===== config.mk =====
export PLATFORM = sky130hd
export DESIGN_NAME = loop_index_ctrl
export DESIGN_NICKNAME = d
export VERILOG_FILES = /design/src/rtl/loop_index_pkg.sv /design/src/rtl/loop_index_ctrl.sv
export SDC_FILE = /design/constraint.sdc
export NUM_CORES = 1
export LEC_CHECK = 0
export ABC_AREA = 1
export BUFFER_PORTS_ARGS = -buffer_cell sky130_fd_sc_hd__buf_2
export CAP_MARGIN = 40
export CORE_ASPECT_RATIO = 1.4
export CORE_UTILIZATION = 53
export DETAILED_ROUTE_END_ITERATION = 16
export PLACE_DENSITY = 0.77
export SYNTH_ARGS = -nofsm -noshare
export SYNTH_HDL_FRONTEND = slang
export SYNTH_SLANG_ARGS = --single-unit

===== constraint.sdc =====
create_clock -name clk -period 2.1 [get_ports clk]
set_clock_uncertainty 0.15 [all_clocks]
set_input_delay 0.105 -clock clk [delete_from_list [all_inputs] [get_ports clk]]
set_output_delay 0.105 -clock clk [all_outputs]
set_load 0.005 [all_outputs]

===== src/rtl/loop_index_pkg.sv =====
// Shared state encoding and default datapath width for the loop-index sequencer.
package loop_index_pkg;

  localparam int unsigned DEFAULT_WIDTH = 16;

  typedef enum logic [2:0] {
    IDLE   = 3'd0,
    LD_REF = 3'd1,
    CLR_I  = 3'd2,
    CHECK  = 3'd3,
    RUN    = 3'd4,
    DONE   = 3'd5
  } state_t;

endpackage


===== src/rtl/loop_index_ctrl.sv =====
// Loop-index sequencer: owns every Reg_X I/Iref write strobe for counted loops.
// Define LOOP_INDEX_CTRL_SHADOW_CHECK_EN to build the iflag-vs-shadow comparator.
module loop_index_ctrl
  import loop_index_pkg::*;
#(
  parameter int unsigned WIDTH     = DEFAULT_WIDTH,
  parameter int unsigned CHECK_LAT = 1
) (
  input  logic             clk,
  input  logic             reset,
  input  logic             start,
  input  logic [WIDTH-1:0] limit,
  input  logic             step,
  input  logic             abort,
  input  logic             iflag,
  output logic             write_i,
  output logic             write_iref,
  output logic             read_i,
  output logic             read_iref,
  output logic [WIDTH-1:0] reg_data,
  output logic             busy,
  output logic             step_ack,
  output logic             loop_done,
  output logic [WIDTH-1:0] iter,
  output logic             err
);

  localparam int unsigned CNT_W = 3;

  state_t           state_q, state_d;
  logic [CNT_W-1:0] cnt_q, cnt_d;
  logic [WIDTH-1:0] limit_q, limit_d;
  logic [WIDTH-1:0] iter_d, reg_data_d;
  logic             write_i_d, write_iref_d, read_i_d, busy_d;
  logic             step_ack_d, loop_done_d, err_d, step_take;

  // Iref is never driven back onto the bus by this sequencer.
  assign read_iref = 1'b0;

  always_ff @(posedge clk) begin
    if (reset) begin
      state_q    <= IDLE;
      cnt_q      <= '0;
      limit_q    <= '0;
      iter       <= '0;
      reg_data   <= '0;
      write_i    <= 1'b0;
      write_iref <= 1'b0;
      read_i     <= 1'b0;
      busy       <= 1'b0;
      step_ack   <= 1'b0;
      loop_done  <= 1'b0;
      err        <= 1'b0;
    end else begin
      state_q    <= state_d;
      cnt_q      <= cnt_d;
      limit_q    <= limit_d;
      iter       <= iter_d;
      reg_data   <= reg_data_d;
      write_i    <= write_i_d;
      write_iref <= write_iref_d;
      read_i     <= read_i_d;
      busy       <= busy_d;
      step_ack   <= step_ack_d;
      loop_done  <= loop_done_d;
      err        <= err_d;
    end
  end

  // Next state, then outputs registered from the state being entered.
  always_comb begin
    state_d      = state_q;
    cnt_d        = cnt_q;
    limit_d      = limit_q;
    iter_d       = iter;
    reg_data_d   = '0;
    write_i_d    = 1'b0;
    write_iref_d = 1'b0;
    read_i_d     = 1'b0;
    busy_d       = 1'b0;
    step_ack_d   = 1'b0;
    loop_done_d  = 1'b0;
    step_take    = 1'b0;
`ifdef LOOP_INDEX_CTRL_SHADOW_CHECK_EN
    err_d        = err;
`else
    err_d        = 1'b0;
`endif

    if (abort) begin
      state_d = IDLE;
    end else begin
      case (state_q)
        IDLE: begin
          if (start) begin
            limit_d = limit;
            state_d = LD_REF;
          end
        end
        LD_REF: state_d = CLR_I;
        CLR_I: begin
          cnt_d   = CNT_W'(CHECK_LAT);
          state_d = CHECK;
        end
        CHECK: begin
          cnt_d = cnt_q - CNT_W'(1);
          if (cnt_q <= CNT_W'(1)) begin
            cnt_d   = '0;
            state_d = iflag ? DONE : RUN;
`ifdef LOOP_INDEX_CTRL_SHADOW_CHECK_EN
            if (iflag != (iter == limit_q)) err_d = 1'b1;
`endif
          end
        end
        RUN: begin
          // The increment write lands in the first CHECK cycle, so wait one extra.
          if (step) begin
            step_take = 1'b1;
            cnt_d     = CNT_W'(CHECK_LAT + 1);
            state_d   = CHECK;
          end
        end
        DONE:    state_d = IDLE;
        default: state_d = IDLE;
      endcase
    end

    write_iref_d = (state_d == LD_REF);
    write_i_d    = (state_d == CLR_I) || step_take;
    read_i_d     = (state_d == RUN);
    busy_d       = (state_d != IDLE);
    loop_done_d  = (state_d == DONE);
    step_ack_d   = step_take;
    if (state_d == LD_REF) reg_data_d = limit_d;
    if (state_d == CLR_I)  iter_d     = '0;
    if (step_take) begin
      iter_d     = iter + WIDTH'(1);
      reg_data_d = iter + WIDTH'(1);
    end
  end

endmodule

==> results of run 1 <==
## power by group
| part | internal, mW | switching [mW] |
|---|---|---|
| sequential | 1.17 | 0.0100 |
| clock | 0.796 | 0.486 |
| combinational | 0.0851 | 0.109 |
| total | 2.05 | 0.606 |
## metal layers
layer	global-route usage, %	vias to the layer above	part of all wire (%)
met4	15.4	0	3.1
met5	0	-	0
li1	-	1262	-
met3	8.14	17	5.5
met1	29.3	1161	38
met2	47.6	86	53
## state kept, by name, summed over array words and instances, names as in the netlist, 3 cells and up
| register | flops |
|---|---|
| iter | 16 |
| reg_data | 16 |
| cnt_q | 3 |
| limit_q | 16 |
| state_q | 3 |
## metrics by stage
stage	hold slack [ns]	area [um^2]	setup slack (ns)	utilization (%)
floorplan	0.132	2680	0.561	-
global placement	0.231	2960	0.326	61.0
detailed placement	0.244	2960	0.242	61.0
CTS	0.0122	3360	0.224	69.5
global route	0.0370	3360	0.0380	69.5
finish	0.0247	3360	0.228	69.5
## cells in the mapped netlist, drive strengths merged
cell type,instances,area (um^2)
nand4,15,109
inv,31,116
o31ai,5,37.5
nor3,5,35.0
or2,13,81.3
o21ai,27,135
o21bai,1,7.51
dfxtp,60,1200
o211ai,1,7.51
nand3,32,170
buf,13,119
a22oi,1,7.51
a31o,1,8.76
conb,1,3.75
ha,3,37.5
nor2,40,200
clkbuf,2,7.51
nand3b,1,7.51
a21oi,6,41.3
xor2,2,17.5
clkinv,1,3.75
nand2,80,318
## repair_timing
action / in CTS / in global routing
hold buffers: 16 / 0
resized for setup: 0 / 0
hold endpoints to repair: 16 / 0
## cell type report
class                      instances  share of cell area, %
clock buffer                       9                   3.68
clock inverter                     7                   3.68
inverter                          32                   3.57
multi-input combinational        235                   36.5
sequential                        60                   35.7
tap                               64                   2.38
timing repair buffer              79                   14.4
## tightest hold or removal path, cell delays in order
cell and delay, ns:
buf_2 0.07, inv_1 0.03, nand2_1 0.06, o21ai_1 0.10, nor2_1 0.11
## cell families (layout without fill, tap and decap cells)
group                      Yosys count  in the layout  synth area share [%]
and+or+nand+nor                    186            186                  34.5
DFF                                 60             60                  44.9
buffers and inverters               47            127                  9.22
AOI/OAI and AO/OA                   42             42                  9.18
adders and majority gates            3              3                  1.40
xor gates and xnor gates             2              2                 0.656
other                                1              2                 0.140
## cell usage in the layout, fill, tap and decap left out, types with 6 or more instances in the layout
cell	synthesis	layout
nand3_1	30	30
or2_1	6	6
clkbuf_8	0	9
dfxtp_1	60	60
o21ai_0	15	15
dlygate4sd3_1	0	16
o21ai_1	12	12
buf_2	2	59
nor2_1	30	30
nand4_1	14	14
nand2_1	75	75
or2_2	7	7
inv_1	30	30
## how the worst max path moves through the flow
stage               startpoint      endpoint  slack, ns  cells after the start
CTS                 state_q[1]      iter[14]       0.22                      9
detailed placement  state_q[1]      iter[14]       0.24                      9
global route        state_q[1]  reg_data[14]       0.04                      9
floorplan              iter[0]       iter[6]       0.56                      8
finish              state_q[1]      iter[14]       0.23                      9
global placement    state_q[1]   reg_data[2]       0.33                      7
==> results.yml, run 1 <==
status:
  status: "complete, no violations"
global_routing:
  track_usage_pct: 27.9
  grt_pass1_wl_um: 10700
  grt_max_degree: 27
  grt_pass1_vias: 2430
  overflow: 0
  antenna_found_initial: 0
pwr:
  power_density_nw_per_um2: 790
  vdd_ir_drop_max_mv: 0.623
  leakage_nw: 1.65
  p_total_mw: 2.66
synthesis:
  synth_cells: 341
  ys_ff_latch: 60
  synth.avg_cell_area_um2: 7.84
  yosys_warnings: 0
  synth.distinct_cells: 35
  seq_area_frac_synth_pct: 44.9
  synth_area_um2: 2670
finish:
  fin_cells: 486
  multi_input_area_um2: 1230
  diodes: 0
  regArea_um2: 1200
  drive_above_1_share_pct: 26.3
  syn2layout_area_growth_pct: 25.8
  finish.net_count: 442
  fillers: 397
worst_setup_path:
  crit_path_end_kind: "register"
  worst-path-max-fanout: 15
  critical_path.top_delay_family: "simple AND/OR/NAND/NOR gates"
  r2r_start: "state_q[1]"
  critPathMaxStageDelay_ns: 0.35
  cp.required_ns: 2.24
  r2r_end: "iter[14]"
  crit_chain: "nor2_4 -> nand3_2 -> nor2_4 -> inv_2 -> nor2_4 -> o21ai_0 -> nand2_1 -> nand2_1 -> nand2_1"
  critPathKind: "register to register"
  crit_buf_inv: 1
  start_kind: "register"
  worst_ep_arrival_time_ns: 2.01
  r2r_setup_slack_ns: 0.23
  cpMaxStageDelayCell: "dfxtp_1"
  reg2reg_depth: 9
placed_design:
  dp_hpwl_um: 4490
  port_buffers: 59
  placed_cells: 454
  gp_congestion: 0.847
floorplan:
  die_area_um2: 5330
  start_util_pct: 55.2
  io_pins: 62
  die_w_um: 62.0
  coreArea_um2: 4840
  fp.dieH_um: 86.0
  rows: 30
hold_path:
  min_from: "limit[8]"
  whs_endpoint: "limit_q[8]"
  hold_depth: 5
  holdCritPathClass: "input pin to register"
clock_tree:
  clk_pin_slew_ns: 0.07
  cts_sinks: 60
  cts-root-buf: "clkbuf_8"
  cts_tree: "yes"
  clk_latency_ns: 0.34
  cts_buffers: 9
  cts_buffer_depth: 2
  cts_setup_buffers: 0
  cts_max_level: 3
detailed_routing:
  ant_nets: 0
  dr.pass1.iters: 4
  finalWirelength_um: 6470
  drt_iter0_markers: 180
  avgRoutedWirePerCell_um: 13.3
  via_count: 2526
  route.detailed.drc: 0
  via_per_inst: 5.20
timing:
  setup_viol: 0
  rsz0062_at_grt: "no"
  slew_viol_final: 0
  fin_crit_sh_pct: 89.2
  hold_viol_final: 0
  final.setup.tns_ns: 0
  fmax_ghz: 0.534
  finalCriticalPeriod_ns: 1.87
flow_run:
  drv_cap: 0
No activity file was read; power rests on OpenSTA's default activity.
==> run 2: changes to the inputs <==
Settings changed: RECOVER_POWER set to 25, SETUP_SLACK_MARGIN set to 0.3.
==> run 2 against run 1 <==
- fmax grew 1.9%
- register-to-register slack gained 0.04 ns
- worst setup slack gained 0.035 ns
- total power grew 1.8%
- first-iteration DRC count grew 26%
- critical path depth shrank 1
- wire length grew 13%
- die area is the same
- flip-flop and latch count is the same
- combinational power grew 19%
- global-route usage grew 0.24 points
- critical endpoint is now reg_data[9]
- highest routed layer unchanged
==> results.yml, run 2 (synthesized netlist as in run 1, its figures left out) <==
finish:
  final_cell_mix: "73 x nand2_1, 54 x dfxtp_1, 45 x buf_2"
  fin_cells: 502
  fillers: 346
  diodes: 0
  largestRegisters: "iter: 16 flops, limit_q: 16 flops, reg_data: 16 flops"
  finish.net_count: 458
  drive_above_1_share_pct: 30.1
  utilization_pct: 74.9
  final_common_cell: "nand2_1"
  syn2layout_area_growth_pct: 35.8
  fin_area_um2: 3630
placed_design:
  port_buffers: 59
  placed_cells: 454
  dp_slack_ns: 0.242
  placed_cell_area_um2: 2960
  gp_congestion: 0.847
  dp_hpwl_um: 4490
floorplan:
  start_util_pct: 55.2
  coreArea_um2: 4840
  fp.dieH_um: 86.0
  die_w_um: 62.0
  rows: 30
  io_pins: 62
  die_area_um2: 5330
worst_setup_path:
  worst-path-max-fanout: 6
  critPathMaxStageDelay_ns: 0.37
  worst_ep_arrival_time_ns: 1.93
  cpMaxStageDelayCell: "dfxtp_2"
  r2r_setup_slack_ns: 0.26
  crit_path_end_kind: "register"
  critical_path.top_delay_family: "simple AND/OR/NAND/NOR gates"
  crit_chain: "nor2_2 -> nand2_2 -> nor2_4 -> clkinvlp_4 -> o21ai_1 -> nor2_1 -> nand3_1 -> nand2_1"
  cp.required_ns: 2.19
  start_kind: "register"
  crit_buf_inv: 1
  critPathKind: "register to register"
timing:
  hold_viol_final: 0
  rsz0062_at_grt: "yes"
  final.setup.tns_ns: 0
  finalCriticalPeriod_ns: 1.84
  slew_viol_final: 0
  layout_setup_ws_ns: 0.263
  fin_crit_sh_pct: 87.5
  fmax_ghz: 0.544
  setup_viol: 0
global_routing:
  antenna_found_initial: 0
  grt_pass1_vias: 2445
  grt_max_degree: 27
  overflow: 0
  track_usage_pct: 28.1
  grt_pass1_wl_um: 10800
detailed_routing:
  via_per_inst: 5.40
  dr.pass1.iters: 4
  avgRoutedWirePerCell_um: 14.6
  via_count: 2712
  finalWirelength_um: 7310
  drt_iter0_markers: 226
  route.detailed.drc: 0
  ant_nets: 0
clock_tree:
  cts_max_level: 3
  cts_buffer_depth: 2
  cts_buffers: 9
  clk_latency_ns: 0.36
  cts-root-buf: "clkbuf_8"
  cts_tree: "yes"
  clk_pin_slew_ns: 0.08
  cts_sinks: 60
hold_path:
  holdCritPathClass: "input pin to register"
pwr:
  vdd_ir_drop_max_mv: 0.623
  power_density_nw_per_um2: 746
  leakage_nw: 1.72
flow_run:
  drv_cap: 0
status:
  status: "complete, no violations"
-- run 2: cell count changes in the layout (fill, tap and decap cells not counted), sizes merged --
cell and change:
buf -1, clkinv +1, clkinvlp +2, inv -2
clkbuf +16
-- run 2: what timing repair did --
item                                    4_1_cts  5_1_grt
gates resized for setup                       0       39
pin swaps                                     1        7
buffers inserted                              2       12
hold buffers                                 16        0
endpoints found under the setup margin       10       32
gates cloned                                  0        2
hold endpoints to repair                     16        0
-- run 2: path summary, 6_finish.rpt --
check,from,depth (start not counted),end
worst max-delay path,state_q[2],8,reg_data[9]
worst min-delay path,limit[8],5,limit_q[8]
worst max register to register,state_q[2],8,reg_data[9]
worst min register to register,limit_q[0],2,limit_q[0]
-- run 2: layout make-up --
class                   instances  area [um^2]  area share (%)
clock inverters                 7          124            3.41
well taps                      64         80.1            2.21
repair inverters                1         7.51           0.207
clock buffers                   9          124            3.41
repair buffers                 94          652            18.0
inverters                      32          129            3.55
flip-flops and latches         60         1210            33.3
multi-input cells             235         1300            35.9
-- run 2: layer usage --
| metal | track usage (%) | vias to the layer above | part of all wire [%] | wire length [um] |
|---|---|---|---|---|
| li1 | - | 1297 | - | - |
| met1 | 29.5 | 1261 | 37 | 2680 |
| met2 | 47.3 | 119 | 53 | 3860 |
| met3 | 8.75 | 35 | 5.9 | 431 |
| met4 | 16.4 | 0 | 4.6 | 333 |
| met5 | 0 | - | 0 | 0 |
-- run 2: report_power, final --
part | switching [mW] | internal [mW] | total (mW)
combinational | 0.126 | 0.104 | 0.230
sequential | 0.0102 | 1.17 | 1.18
clock | 0.498 | 0.795 | 1.29
-- run 2: per-stage QoR --
step,power [mW],hold slack [ns]
2_1_floorplan,1.33,0.132
3_3_place_gp,1.37,0.231
3_5_place_dp,1.38,0.244
4_1_cts,2.68,0.0122
5_1_grt,2.80,0.0423
6_report,2.71,0.0108
-- run 2: worst register-to-register path, stage by stage, from the launching register on --
cell        delay (ns)
dfxtp_2           0.37
nor2_2            0.14
nand2_2           0.09
nor2_4            0.26
clkinvlp_4        0.23
o21ai_1           0.18
nor2_1            0.06
nand3_1           0.17
nand2_1           0.07
==> run 3: changes to the inputs <==
Settings changed: ABC_AREA 1 to unset, CORE_UTILIZATION 53 to 49, GPL_TIMING_DRIVEN set to 1, PLACE_DENSITY 0.77 to 0.75, SLEW_MARGIN set to 10.
==> run 3 against run 2 <==
- cell area shrank 23%
- largest power group is now registers
- total power shrank 38%
- combinational power shrank 43%
- highest routed layer unchanged
==> results.yml, run 3 <==
floorplan:
  die_w_um: 56.1
  rows: 27
  coreArea_um2: 3920
  io_pins: 62
  die_area_um2: 4350
  fp.dieH_um: 77.7
  start_util_pct: 51.1
synthesis:
  synth.top_cell.area_share_pct: 43.9
  yosysTopAreaCell: "dfxtp_1"
  synth.distinct_cells: 51
  synth.avg_cell_area_um2: 8.64
  synthTopCellsByArea: "dfxtp_1 44%, nand2_1 6.4%, o21ai_0 5.2%, a21oi_1 3.5%, xnor2_1 3.5%"
  synth_common_cells: "44 x dfxtp_1, 34 x nand2_1, 21 x o21ai_0"
  seq_area_frac_synth_pct: 43.9
  ys_ff_latch: 44
  synth.most_common_cell: "dfxtp_1"
  synth_edf_count: 0
  synth_cells: 232
  synth_area_um2: 2000
  yosys_warnings: 0
  synth_ff_type: "dfxtp_1"
  asyncSetResetFlopFracSynth_pct: 0
placed_design:
  port_buffers: 59
  placed_cells: 332
  dp_hpwl_um: 3180
  dp_slack_ns: 0.191
  gp_congestion: 0.782
timing:
  setup_viol: 0
  fin_crit_sh_pct: 84.6
  slew_viol_final: 0
  final.setup.tns_ns: 0
  layout_setup_ws_ns: 0.324
  worst_pin_slew_ns: 0.511
  finalCriticalPeriod_ns: 1.78
  fmax_ghz: 0.563
  rsz0062_at_grt: "no"
  hold_viol_final: 0
  relSlewSlack_pct: 65.8
clock_tree:
  cts-root-buf: "clkbuf_8"
  cts_max_level: 2
  cts_buffer_depth: 2
  clk_latency_ns: 0.30
  cts_sinks: 44
  clk_pin_slew_ns: 0.08
  cts_tree: "yes"
  cts_buffers: 5
detailed_routing:
  avgRoutedWirePerCell_um: 13.1
  drt_iter0_markers: 59
  dr.pass1.iters: 4
  via_per_inst: 5.38
  finalWirelength_um: 4750
  ant_nets: 0
  route.detailed.drc: 0
  via_count: 1954
finish:
  drive_above_1_share_pct: 33.1
  syn2layout_area_growth_pct: 39.3
  finish.net_count: 344
  fillers: 323
  diodes: 0
  final_cell_mix: "54 x buf_2, 37 x dfxtp_1, 33 x nand2_1"
  final_common_cell: "buf_2"
  fin_cells: 363
  largestRegisters: "iter: 16 flops, reg_data: 16 flops"
global_routing:
  grt_pass1_vias: 1775
  track_usage_pct: 21.7
  overflow: 0
  antenna_found_initial: 0
  grt_max_degree: 19
  grt_pass1_wl_um: 7530
pwr:
  p_total_mw: 1.69
  vdd_ir_drop_max_mv: 0.552
  leakage_nw: 1.22
  power_density_nw_per_um2: 605
worst_setup_path:
  worst-path-max-fanout: 9
  critical_path.top_delay_family: "simple AND/OR/NAND/NOR gates"
  cp.required_ns: 2.19
  crit_buf_inv: 0
  crit_chain: "and4bb_4 -> nand2_2 -> or4_4 -> nand3_1"
  crit_path_end_kind: "register"
  critPathMaxStageDelay_ns: 0.56
  cpMaxStageDelayCell: "or4_4"
  worst_ep_arrival_time_ns: 1.87
  critPathKind: "register to register"
  start_kind: "register"
status:
  status: "complete, no violations"
hold_path:
  holdCritPathClass: "input pin to register"
flow_run:
  drv_cap: 0
## run 3: cell types whose count changed after synthesis, moves of 6 or more
cell and change:
or2_1 -6, xnor2_1 +8, a21oi_1 +11, nand2_1 -41, inv_1 -23, nand3_1 -21
o21ai_0 +6, o21ai_1 -12, dfxtp_1 -16, nor3_1 +6, nand4_1 -12, nor2_1 -12
## run 3: where the power goes
| group | switching (mW) | internal (mW) |
|---|---|---|
| clock network | 0.285 | 0.420 |
| logic | 0.0601 | 0.0720 |
| registers | 0.00900 | 0.845 |
| total | 0.354 | 1.34 |
## run 3: per-stage QoR
step | utilization [%] | instance area, um^2 | hold slack, ns
after global routing | 71.3 | 2790 | 0.0502
final | 71.3 | 2790 | 0.0347
after floorplan | - | 2010 | 0.0636
after global placement | 60.1 | 2350 | 0.149
after CTS | 69.4 | 2720 | 0.0243
after detailed placement | 60.1 | 2350 | 0.154
## run 3: what timing repair did
action / 4_1_cts / 5_1_grt
endpoints found under the setup margin: 18 / 18
hold buffers: 18 / 0
hold endpoints to repair: 18 / 0
pin swaps: 2 / 3
gates resized for setup: 9 / 19
buffers inserted: 4 / 1
## run 3: cells by family (layout without fill, tap and decap cells)
| logic type | after synthesis | count (layout) | share of synthesized area [%] |
|---|---|---|---|
| AND/OR/NAND/NOR | 95 | 95 | 25.7 |
| XOR/XNOR | 11 | 11 | 4.81 |
| other | 1 | 2 | 0.187 |
| adder cells (fa/ha/maj) | 3 | 3 | 1.87 |
| AO/OA/AOI/OAI | 57 | 57 | 18.1 |
| buffers and inverters | 21 | 108 | 5.37 |
| flip-flops | 44 | 44 | 43.9 |
## run 3: layout make-up
class / count / area, um^2 / area share (%)
clock inverters: 1 / 30.0 / 1.08
clock buffers: 7 / 96.3 / 3.45
flip-flops and latches: 44 / 895 / 32.0
well taps: 43 / 53.8 / 1.93
repair buffers: 92 / 589 / 21.1
inverters: 8 / 33.8 / 1.21
multi-input cells: 168 / 1090 / 39.2
## run 3: path summary, 6_finish.rpt
path / start / to / slack (ns) / depth (start not counted)
max: state_q[1] / reg_data[13] / 0.32 / 4
min: reset / iter[2] / 0.03 / 2
max reg2reg: state_q[1] / reg_data[13] / 0.32 / 4
min reg2reg: iter[1] / iter[1] / 0.35 / 2
## run 3: metal layers
| layer | GRT usage (%) | vias up | part of all wire (%) |
|---|---|---|---|
| met4 | 8.54 | 0 | 1.8 |
| met5 | 0 | - | 0 |
| met1 | 22.8 | 902 | 42 |
| li1 | - | 986 | - |
| met2 | 41.0 | 56 | 52 |
| met3 | 4.83 | 10 | 3.7 |
